## config.mk

```make
export PLATFORM = sky130hd
export DESIGN_NAME = alu_seq_ctrl_flat
export DESIGN_NICKNAME = d
export VERILOG_FILES = /design/src/rtl/alu_seq_ctrl_if.sv /design/src/rtl/alu_seq_ctrl.sv /design/src/flat_wrapper.sv
export SDC_FILE = /design/constraint.sdc
export NUM_CORES = 1
export LEC_CHECK = 0
export ABC_AREA = 1
export BUFFER_PORTS_ARGS = -buffer_cell sky130_fd_sc_hd__clkbuf_2
export CAP_MARGIN = 30
export CORE_ASPECT_RATIO = 1.1
export CORE_MARGIN = 5
export CORE_UTILIZATION = 40
export DETAILED_ROUTE_END_ITERATION = 10
export SYNTH_ARGS = -nofsm -noshare
export SYNTH_HDL_FRONTEND = slang
export SYNTH_SLANG_ARGS = --single-unit
```

## constraint.sdc

```tcl
create_clock -name i_clock -period 4.75 [get_ports i_clock]
set_input_delay 0.95 -clock i_clock [delete_from_list [all_inputs] [get_ports i_clock]]
set_output_delay 0.95 -clock i_clock [all_outputs]
set_load 0.05 [all_outputs]
```

## src/rtl/alu_seq_ctrl_if.sv

```systemverilog
// Switch/button side and result side of the sequential ALU controller.
// The master drives operands and strobes; the slave returns registered results.
interface alu_seq_ctrl_if #(
    parameter int unsigned NB_DATA = 8
);
    logic [NB_DATA-1:0] i_data;
    logic [2:0]         i_valid;
    logic [NB_DATA-1:0] o_result;
    logic               o_zero;
    logic               o_carry;
    logic               o_overflow;
    logic               o_error;
    logic               o_done;

    modport master (
        output i_data, i_valid,
        input  o_result, o_zero, o_carry, o_overflow, o_error, o_done
    );

    modport slave (
        input  i_data, i_valid,
        output o_result, o_zero, o_carry, o_overflow, o_error, o_done
    );
endinterface

```

## src/rtl/alu_seq_ctrl.sv

```systemverilog
// Button-driven ALU: three debounced strobes load A, B and the opcode from the
// switches; each accepted load cycle refreshes the registered result and pulses o_done.
module alu_seq_ctrl #(
    parameter int unsigned NB_DATA         = 8,
    parameter int unsigned NB_OPERATION    = 6,
    parameter int unsigned DEBOUNCE_CYCLES = 1000000
) (
    input logic          i_clock,
    input logic          i_reset,
    alu_seq_ctrl_if.slave bus
);
    localparam int unsigned NB_CNT = (DEBOUNCE_CYCLES > 1) ? $clog2(DEBOUNCE_CYCLES) : 1;
    localparam logic [NB_CNT-1:0] CNT_LAST = NB_CNT'(DEBOUNCE_CYCLES - 1);
    localparam int unsigned MSB = NB_DATA - 1;
    localparam logic [NB_DATA-1:0] SHIFT_LIMIT = NB_DATA'(NB_DATA);

    localparam logic [NB_OPERATION-1:0] OP_ADD = NB_OPERATION'(6'b100000);
    localparam logic [NB_OPERATION-1:0] OP_SUB = NB_OPERATION'(6'b100010);
    localparam logic [NB_OPERATION-1:0] OP_AND = NB_OPERATION'(6'b100100);
    localparam logic [NB_OPERATION-1:0] OP_OR  = NB_OPERATION'(6'b100101);
    localparam logic [NB_OPERATION-1:0] OP_XOR = NB_OPERATION'(6'b100110);
    localparam logic [NB_OPERATION-1:0] OP_NOR = NB_OPERATION'(6'b100111);
    localparam logic [NB_OPERATION-1:0] OP_SRA = NB_OPERATION'(6'b000011);
    localparam logic [NB_OPERATION-1:0] OP_SRL = NB_OPERATION'(6'b000010);

    logic [2:0]              r_s1;
    logic [2:0]              r_s2;
    logic [2:0]              r_db;
    logic [NB_CNT-1:0]       r_cnt [3];
    logic [NB_DATA-1:0]      r_a;
    logic [NB_DATA-1:0]      r_b;
    logic [NB_OPERATION-1:0] r_op;
    logic                    r_load;
    logic [NB_DATA-1:0]      r_result;
    logic                    r_zero;
    logic                    r_carry;
    logic                    r_overflow;
    logic                    r_error;
    logic                    r_done;

    logic [2:0]              w_rise;
    logic [NB_OPERATION-1:0] w_op_src;
    logic [NB_DATA:0]        w_sum;
    logic [NB_DATA:0]        w_diff;
    logic                    w_shift_big;
    logic [NB_DATA-1:0]      w_res;
    logic                    w_carry;
    logic                    w_overflow;
    logic                    w_error;
    logic                    w_zero;

    // A load fires on the same edge the debounced level commits a 0->1 change
    always_comb begin
        w_rise = '0;
        for (int ch = 0; ch < 3; ch++) begin
            w_rise[ch] = r_s2[ch] & ~r_db[ch] & (r_cnt[ch] == CNT_LAST);
        end
    end

    assign w_op_src = NB_OPERATION'(bus.i_data);

    always_ff @(posedge i_clock or posedge i_reset) begin
        if (i_reset) begin
            r_s1 <= '0;
            r_s2 <= '0;
            r_db <= '0;
            for (int ch = 0; ch < 3; ch++) begin
                r_cnt[ch] <= '0;
            end
        end else begin
            r_s1 <= bus.i_valid;
            r_s2 <= r_s1;
            for (int ch = 0; ch < 3; ch++) begin
                if (r_s2[ch] == r_db[ch]) begin
                    r_cnt[ch] <= '0;
                end else if (r_cnt[ch] == CNT_LAST) begin
                    r_db[ch]  <= r_s2[ch];
                    r_cnt[ch] <= '0;
                end else begin
                    r_cnt[ch] <= r_cnt[ch] + NB_CNT'(1);
                end
            end
        end
    end

    // Operand/opcode registers; all strobes firing together share one i_data sample
    always_ff @(posedge i_clock or posedge i_reset) begin
        if (i_reset) begin
            r_a    <= '0;
            r_b    <= '0;
            r_op   <= OP_ADD;
            r_load <= 1'b0;
        end else begin
            if (w_rise[0]) r_a  <= bus.i_data;
            if (w_rise[1]) r_b  <= bus.i_data;
            if (w_rise[2]) r_op <= w_op_src;
            r_load <= |w_rise;
        end
    end

    assign w_sum       = {1'b0, r_a} + {1'b0, r_b};
    assign w_diff      = {1'b0, r_a} - {1'b0, r_b};
    assign w_shift_big = (r_b >= SHIFT_LIMIT);

    always_comb begin
        w_res      = '0;
        w_carry    = 1'b0;
        w_overflow = 1'b0;
        w_error    = 1'b0;
        case (r_op)
            OP_ADD: begin
                w_res      = w_sum[NB_DATA-1:0];
                w_carry    = w_sum[NB_DATA];
                w_overflow = (r_a[MSB] == r_b[MSB]) && (w_sum[MSB] != r_a[MSB]);
            end
            OP_SUB: begin
                w_res      = w_diff[NB_DATA-1:0];
                w_carry    = w_diff[NB_DATA];
                w_overflow = (r_a[MSB] != r_b[MSB]) && (w_diff[MSB] != r_a[MSB]);
            end
            OP_AND: w_res = r_a & r_b;
            OP_OR:  w_res = r_a | r_b;
            OP_XOR: w_res = r_a ^ r_b;
            OP_NOR: w_res = ~(r_a | r_b);
            OP_SRA: w_res = w_shift_big ? {NB_DATA{r_a[MSB]}}
                                        : $unsigned($signed(r_a) >>> r_b);
            OP_SRL: w_res = w_shift_big ? '0 : (r_a >> r_b);
            default: w_error = 1'b1;
        endcase
        w_zero = ~w_error & (w_res == '0);
    end

    // Results only move on the cycle after a load, together with o_done
    always_ff @(posedge i_clock or posedge i_reset) begin
        if (i_reset) begin
            r_result   <= '0;
            r_zero     <= 1'b1;
            r_carry    <= 1'b0;
            r_overflow <= 1'b0;
            r_error    <= 1'b0;
            r_done     <= 1'b0;
        end else begin
            r_done <= r_load;
            if (r_load) begin
                r_result   <= w_res;
                r_zero     <= w_zero;
                r_carry    <= w_carry;
                r_overflow <= w_overflow;
                r_error    <= w_error;
            end
        end
    end

    assign bus.o_result   = r_result;
    assign bus.o_zero     = r_zero;
    assign bus.o_carry    = r_carry;
    assign bus.o_overflow = r_overflow;
    assign bus.o_error    = r_error;
    assign bus.o_done     = r_done;
endmodule

```

## src/flat_wrapper.sv

```systemverilog
// flat-port wrapper written by rule: the top's interface ports become plain ports
module alu_seq_ctrl_flat 
#(
    parameter int unsigned NB_DATA         = 8,
    parameter int unsigned NB_OPERATION    = 6,
    parameter int unsigned DEBOUNCE_CYCLES = 1000000
)
  (i_clock, i_reset, bus_i_data, bus_i_valid, bus_o_result, bus_o_zero, bus_o_carry, bus_o_overflow, bus_o_error, bus_o_done);
  alu_seq_ctrl_if #(.NB_DATA(NB_DATA)) bus_i ();
  input logic i_clock;
  input logic i_reset;
  input wire logic [$bits(bus_i.i_data)-1:0] bus_i_data;
  input wire logic [$bits(bus_i.i_valid)-1:0] bus_i_valid;
  output wire logic [$bits(bus_i.o_result)-1:0] bus_o_result;
  output wire logic [$bits(bus_i.o_zero)-1:0] bus_o_zero;
  output wire logic [$bits(bus_i.o_carry)-1:0] bus_o_carry;
  output wire logic [$bits(bus_i.o_overflow)-1:0] bus_o_overflow;
  output wire logic [$bits(bus_i.o_error)-1:0] bus_o_error;
  output wire logic [$bits(bus_i.o_done)-1:0] bus_o_done;
  assign bus_i.i_data = bus_i_data;
  assign bus_i.i_valid = bus_i_valid;
  assign bus_o_result = bus_i.o_result;
  assign bus_o_zero = bus_i.o_zero;
  assign bus_o_carry = bus_i.o_carry;
  assign bus_o_overflow = bus_i.o_overflow;
  assign bus_o_error = bus_i.o_error;
  assign bus_o_done = bus_i.o_done;
  alu_seq_ctrl #(.NB_DATA(NB_DATA), .NB_OPERATION(NB_OPERATION), .DEBOUNCE_CYCLES(DEBOUNCE_CYCLES)) u_core (.i_clock(i_clock), .i_reset(i_reset), .bus(bus_i));
endmodule
```

After elaboration in Yosys (flattened, before gate mapping)
Cells that the tools add are included.
{"block": "word_totals", "register_bits": 105, "wordCells": 81, "out_inout_bits": 13}
{"block": "op_classes", "bitwise": 17, "add_sub_neg": 5, "n_eq_ne": 18, "n_shift": 2, "n_lt_le_gt_ge": 1, "n_reduce_logical": 8, "n_mux": 12}
{"op": "$mux W20", "count": 6}
{"op": "$pmux W8 S8", "count": 1}
{"op": "$add A20 B1 Y20 const B", "count": 3}
{"op": "$eq A20 B20 Y1 const B", "count": 3}
{"op": "$eq A6 B6 Y1 const B", "count": 6}
{"op": "$mux W8", "count": 2}
{"op": "$eq A6 B2 Y1 const B", "count": 2}
{"op": "$add A8 B8 Y9", "count": 1}
{"op": "$sub A8 B8 Y9", "count": 1}
{"op": "$and A8 B8 Y8", "count": 1}
{"op": "$ge A8 B4 Y1 const B", "count": 1}
{"op": "$logic_not A8 Y1", "count": 1}
{"op": "$not A8 Y8", "count": 1}
{"op": "$or A8 B8 Y8", "count": 1}
{"op": "$reduce_or A8 Y1", "count": 1}
{"op": "$shr A8 B8 Y8", "count": 1}
{"op": "$sshr A8 B8 Y8", "count": 1}
{"op": "$xor A8 B8 Y8", "count": 1}
{"op": "$and A1 B1 Y1", "count": 7}
{"op": "$not A1 Y1", "count": 6}
{"op": "$reduce_and A2 Y1", "count": 3}
{"op": "$eq A1 B1 Y1", "count": 4}
{"op": "$pmux W1 S2", "count": 2}
{"op": "$ne A1 B1 Y1", "count": 3}
{"op": "3 further kinds", "count": 4}

Longest topological paths before layout
{"block": "depth", "word_depth": 5, "depth_mapped": 16}

Worst setup path after synthesis
OpenSTA, ideal clock, no wires.
{"block": "synth_timing", "kind": "register to register", "from": "reg u_core.r_b[1]", "to": "reg u_core.r_zero, in the netlist u_core.bus.o_zero", "setup_ps": 60, "synth_period_minus_slack_ps": 1997, "slack_ps": 2753, "t_required_ps": 4690, "arrival_ps": 1936, "stages_incl_launch_ff": 15, "cell_sequence": "dfrtp_1 -> buf_2 -> inv_2 -> ha_1 -> nor2_1 -> nand2_1 -> nand3_1 -> nand2_1 -> nand2_1 -> nand2_1 -> nand3_1 -> nand3_1 -> nor3_1 -> nand3_1 -> nand2_1"}
{"block": "synth_between", "elab_chain_cells": 5, "word_cells_on_any_way": 14, "cone_classes": "2 x add/sub; 1 x order compare; 2 x shift; 3 x mux; 5 x bitwise; 1 x reduce/logical"}
{"element": "start, declared", "line_no": "alu_seq_ctrl.sv:31", "rtl": "logic [NB_DATA-1:0] r_b;"}
{"element": "start signal, assigned", "line_no": "alu_seq_ctrl.sv:95", "rtl": "if (w_rise[1]) r_b <= bus.i_data;"}
{"element": "$ge A8 B4 Y1, or another cell as far along", "line_no": "alu_seq_ctrl.sv:103", "rtl": "assign w_shift_big = (r_b >= SHIFT_LIMIT);"}
{"element": "$mux W8, or another cell as far along", "line_no": "alu_seq_ctrl.sv:127", "rtl": "OP_SRL: w_res = w_shift_big ? '0 : (r_a >> r_b);"}
{"element": "$pmux W8 S8 (*)", "line_no": "alu_seq_ctrl.sv:110", "rtl": "case (r_op)"}
{"element": "$logic_not A8 Y1 (*)", "line_no": "alu_seq_ctrl.sv:130", "rtl": "w_zero = ~w_error & (w_res == '0);"}
{"element": "$and A1 B1 Y1 (*)", "line_no": "alu_seq_ctrl.sv:130"}
{"element": "end signal, assigned", "line_no": "alu_seq_ctrl.sv:146", "rtl": "r_zero <= w_zero;"}
{"element": "end, declared", "line_no": "alu_seq_ctrl.sv:35", "rtl": "logic r_zero;"}
Every way passes the cells marked *; elsewhere a longest branch is shown, timed or not.
A chain may end at the register's enable or synchronous reset.

Worst setup path after layout
{"block": "layout_timing", "from": "reg u_core.r_b[2]", "to": "reg u_core.r_zero, in the netlist u_core.bus.o_zero"}
The elaborated chain is that of the path after synthesis.

==> results by group <==
Global routing
  – First-pass GRT wire length: 27200 um
  – Vias in the first global route: 5520
  – Global Route Usage Sum: 0.172
  – GRT Residual Overflow: 0
  – Initial antenna violation count: 0
  – Largest net degree at the start of global routing: 48

Drt
  – DRC Markers: 0
  – Vias: 5887
  – DRT Pass-1 Iters: 5
  – Routed wire length: 16200 um
  – Via density: 5.11
  – Wirelength per Cell: 14.1 um
  – Initial DRC count: 340
  – Antenna Nets Post-Route: 0

Clock network
  – CTS tree: built
  – Worst skew pair latency: 0.36 ns
  – Post-CTS Resized: 0
  – Clock transition at path regs: 0.07 ns
  – Post-CTS Setup Inserts: 0
  – Maximum clock path buffer count: 2
  – Clock tree root buffer cell: clkbuf_16
  – Hold-fix buffers, CTS: 0
  – H-tree Lvls: 3
  – CTS buffer count: 9
  – Clock Sink Count: 105

Logic synthesis
  – Top_reg_cell synth: dfrtp_1
  – Async SR Flop Fraction: 1.00
  – Top cells by instance count after synthesis: nand2_1, inv_1, dfrtp_1
  – Post-synthesis sequential area ratio: 0.393
  – Distinct cell type count after synthesis: 43
  – Number of synthesized flops with an enable pin: 0
  – Synthesis Warnings: 0
  – Post-Syn Nets: 967
  – Largest cells by area after synthesis: dfrtp_1, nand2_1, nand3_1
  – Most common cell in the synthesized netlist: nand2_1
  – Netlist Area Pre-Place: 0.00670 sq mm
  – Syn Inst Count: 922
  – Top cell type's share of synthesized area: 0.385
  – Largest area contributor in the netlist: dfrtp_1
  – Synth Register Bits: 105
  – Mean Syn Cell Area: 7.26 sq um

Layout
  – Layout cells sized above 1: 0.0864
  – Synthesis-to-finish area growth: 9.06%
  – Fill cells: 1669
  – Layout Nets: 989
  – Antenna diodes: 0

Worst setup path
  – CP cell instances: inv_1, ha_1, nand2_1, nand2_1, inv_1, nand2_1, nand2_1, nand2_1, nand2_1, nand3_1, nand3_1, nor3_1, nand3_1, nand2_1
  – Crit Path Max Fanout: 12
  – Startpoint types: register
  – Most frequent CP cell: nand2_1
  – WP data arrival: 2.86 ns
  – Crit path max-delay family: simple AND/OR/NAND/NOR gates
  – Crit path buf inv count: 2
  – Critical path type: reg -> reg
  – Element type at the critical path end: register
  – CP required: 5.05 ns
  – Critical path's slowest cell: dfrtp_1
  – CP max stage delay: 0.59 ns

Floorplan
  – Rows: 49
  – Die Y: 146 um
  – CORE AREA: 0.0164 sq mm
  – Boundary pin count: 26
  – Initial Utilization: 0.408
  – Die area: 0.0194 sq mm
  – Die width: 133 um

Power
  – PD cells: 230 mW/mm^2
  – Worst VDD drop: 239 uV
  – Pleak: 3.69 nW

STA
  – Slew @ Worst Pin: 0.808 ns
  – Fin. max-slew vios: 0
  – Setup TNS: 0 ns
  – Final hold vios: 0
  – Crit path time final: 2.56 ns
  – Crit share post-route: 0.539
  – Layout Skew: 0.0138 ns
  – RSZ-0062 raised after global routing: no
  – Hold WS: 0.357 ns
  – Peak Freq: 391 MHz
  – # setup viols final: 0
  – Max-slew headroom: 0.459

Placed design
  – Routability Congestion: 0.941
  – DP HPWL: 12600 um
  – PortBufs: 25

Flow run
  – Max-capacitance violation count: 0

Worst hold path
  – Worst min path class: reg -> reg

Outcome
  – Status: complete, no violations
-- registers in the layout, summed over array words and instances (netlist names) --
name,flops
u_core.bus.o_error,1
u_core.r_s1,3
u_core.bus.o_overflow,1
u_core.r_cnt,60
u_core.r_op,6
u_core.r_s2,3
u_core.r_db,3
u_core.bus.o_carry,1
u_core.r_b,8
u_core.r_a,8
u_core.bus.o_done,1
u_core.bus.o_zero,1
u_core.bus.o_result,8
u_core.r_load,1
-- area by class of cell --
| type | instances | area (sq um) | share of cell area |
|---|---|---|---|
| clock buffer | 11 | 243 | 0.0332 |
| multi-input combinational | 670 | 3500 | 0.479 |
| sequential | 105 | 2630 | 0.360 |
| tap | 204 | 255 | 0.0349 |
| timing repair buffer | 27 | 140 | 0.0192 |
| clock inverter | 5 | 40.0 | 0.00548 |
| inverter | 131 | 494 | 0.0677 |
-- per-stage QoR --
stage	total power [W]	std cells	setup slack (ns)	utilization	cell area (sq um)
floorplan	0.000961	922	1.04	-	6700
global placement	0.000982	1137	2.31	0.427	7020
detailed placement	0.000982	1137	2.27	0.427	7020
CTS	0.00171	1153	2.26	0.445	7300
global route	0.00175	1153	1.99	0.445	7300
finish	0.00168	1153	2.19	0.445	7300
-- per-layer routing --
layer	global-route usage	part of all wire	vias up	wire length (um)
met5	0	0	-	0
met4	0.0684	0.029	0	467
met3	0.0232	0.029	32	465
met2	0.286	0.48	105	7850
met1	0.225	0.46	2730	7450
li1	-	-	3020	-
-- cell families after synthesis --
family | after synthesis | synth area share
and+or+nand+nor | 521 | 0.354
DFF | 105 | 0.393
AOI/OAI and AO/OA | 93 | 0.0755
adders and majority gates | 32 | 0.0620
buffers and inverters | 147 | 0.0844
xor gates and xnor gates | 24 | 0.0314
-- worst paths after layout --
kind | start | slack, ns | end | depth (start not counted)
worst max-delay path | u_core.r_b[2]$_DFFE_PP0P_ | 2.19 | u_core.bus.o_zero$_DFFE_PP1P_ | 14
worst min-delay path | u_core.r_s1[1]$_DFF_PP0_ | 0.36 | u_core.r_s2[1]$_DFF_PP0_ | 0
worst max register to register | u_core.r_b[2]$_DFFE_PP0P_ | 2.19 | u_core.bus.o_zero$_DFFE_PP1P_ | 14
worst min register to register | u_core.r_s1[1]$_DFF_PP0_ | 0.36 | u_core.r_s2[1]$_DFF_PP0_ | 0
max in group asynchronous | i_reset | 3.33 | u_core.r_b[3]$_DFFE_PP0P_ | 3
min in group asynchronous | i_reset | 0.53 | u_core.bus.o_result[2]$_DFFE_PP0P_ | 2
-- placed cells by master (no fill, tap or decap), types with 24 or more instances in the layout --
| cell | count |
|---|---|
| nand3_1 | 95 |
| dfrtp_1 | 103 |
| a21oi_1 | 33 |
| o21ai_0 | 36 |
| nand4_1 | 24 |
| ha_1 | 30 |
| nand2_1 | 231 |
| nor2_1 | 102 |
| clkbuf_2 | 25 |
| inv_1 | 123 |
-- worst reg2reg max path, stage by stage (launching register included) --
cell and delay (ns):
dfrtp_1 0.59, inv_1 0.22, ha_1 0.54, nand2_1 0.11, nand2_1 0.10, inv_1 0.06
nand2_1 0.08, nand2_1 0.11, nand2_1 0.11, nand2_1 0.05, nand3_1 0.07, nand3_1 0.10
nor3_1 0.22, nand3_1 0.10, nand2_1 0.06
-- power by group --
group / switching, W / internal [W]
clock network: 0.000345 / 0.000374
logic: 0.0000394 / 0.0000149
registers: 0.00000553 / 0.000902
(Power assumes the default switching activity.)
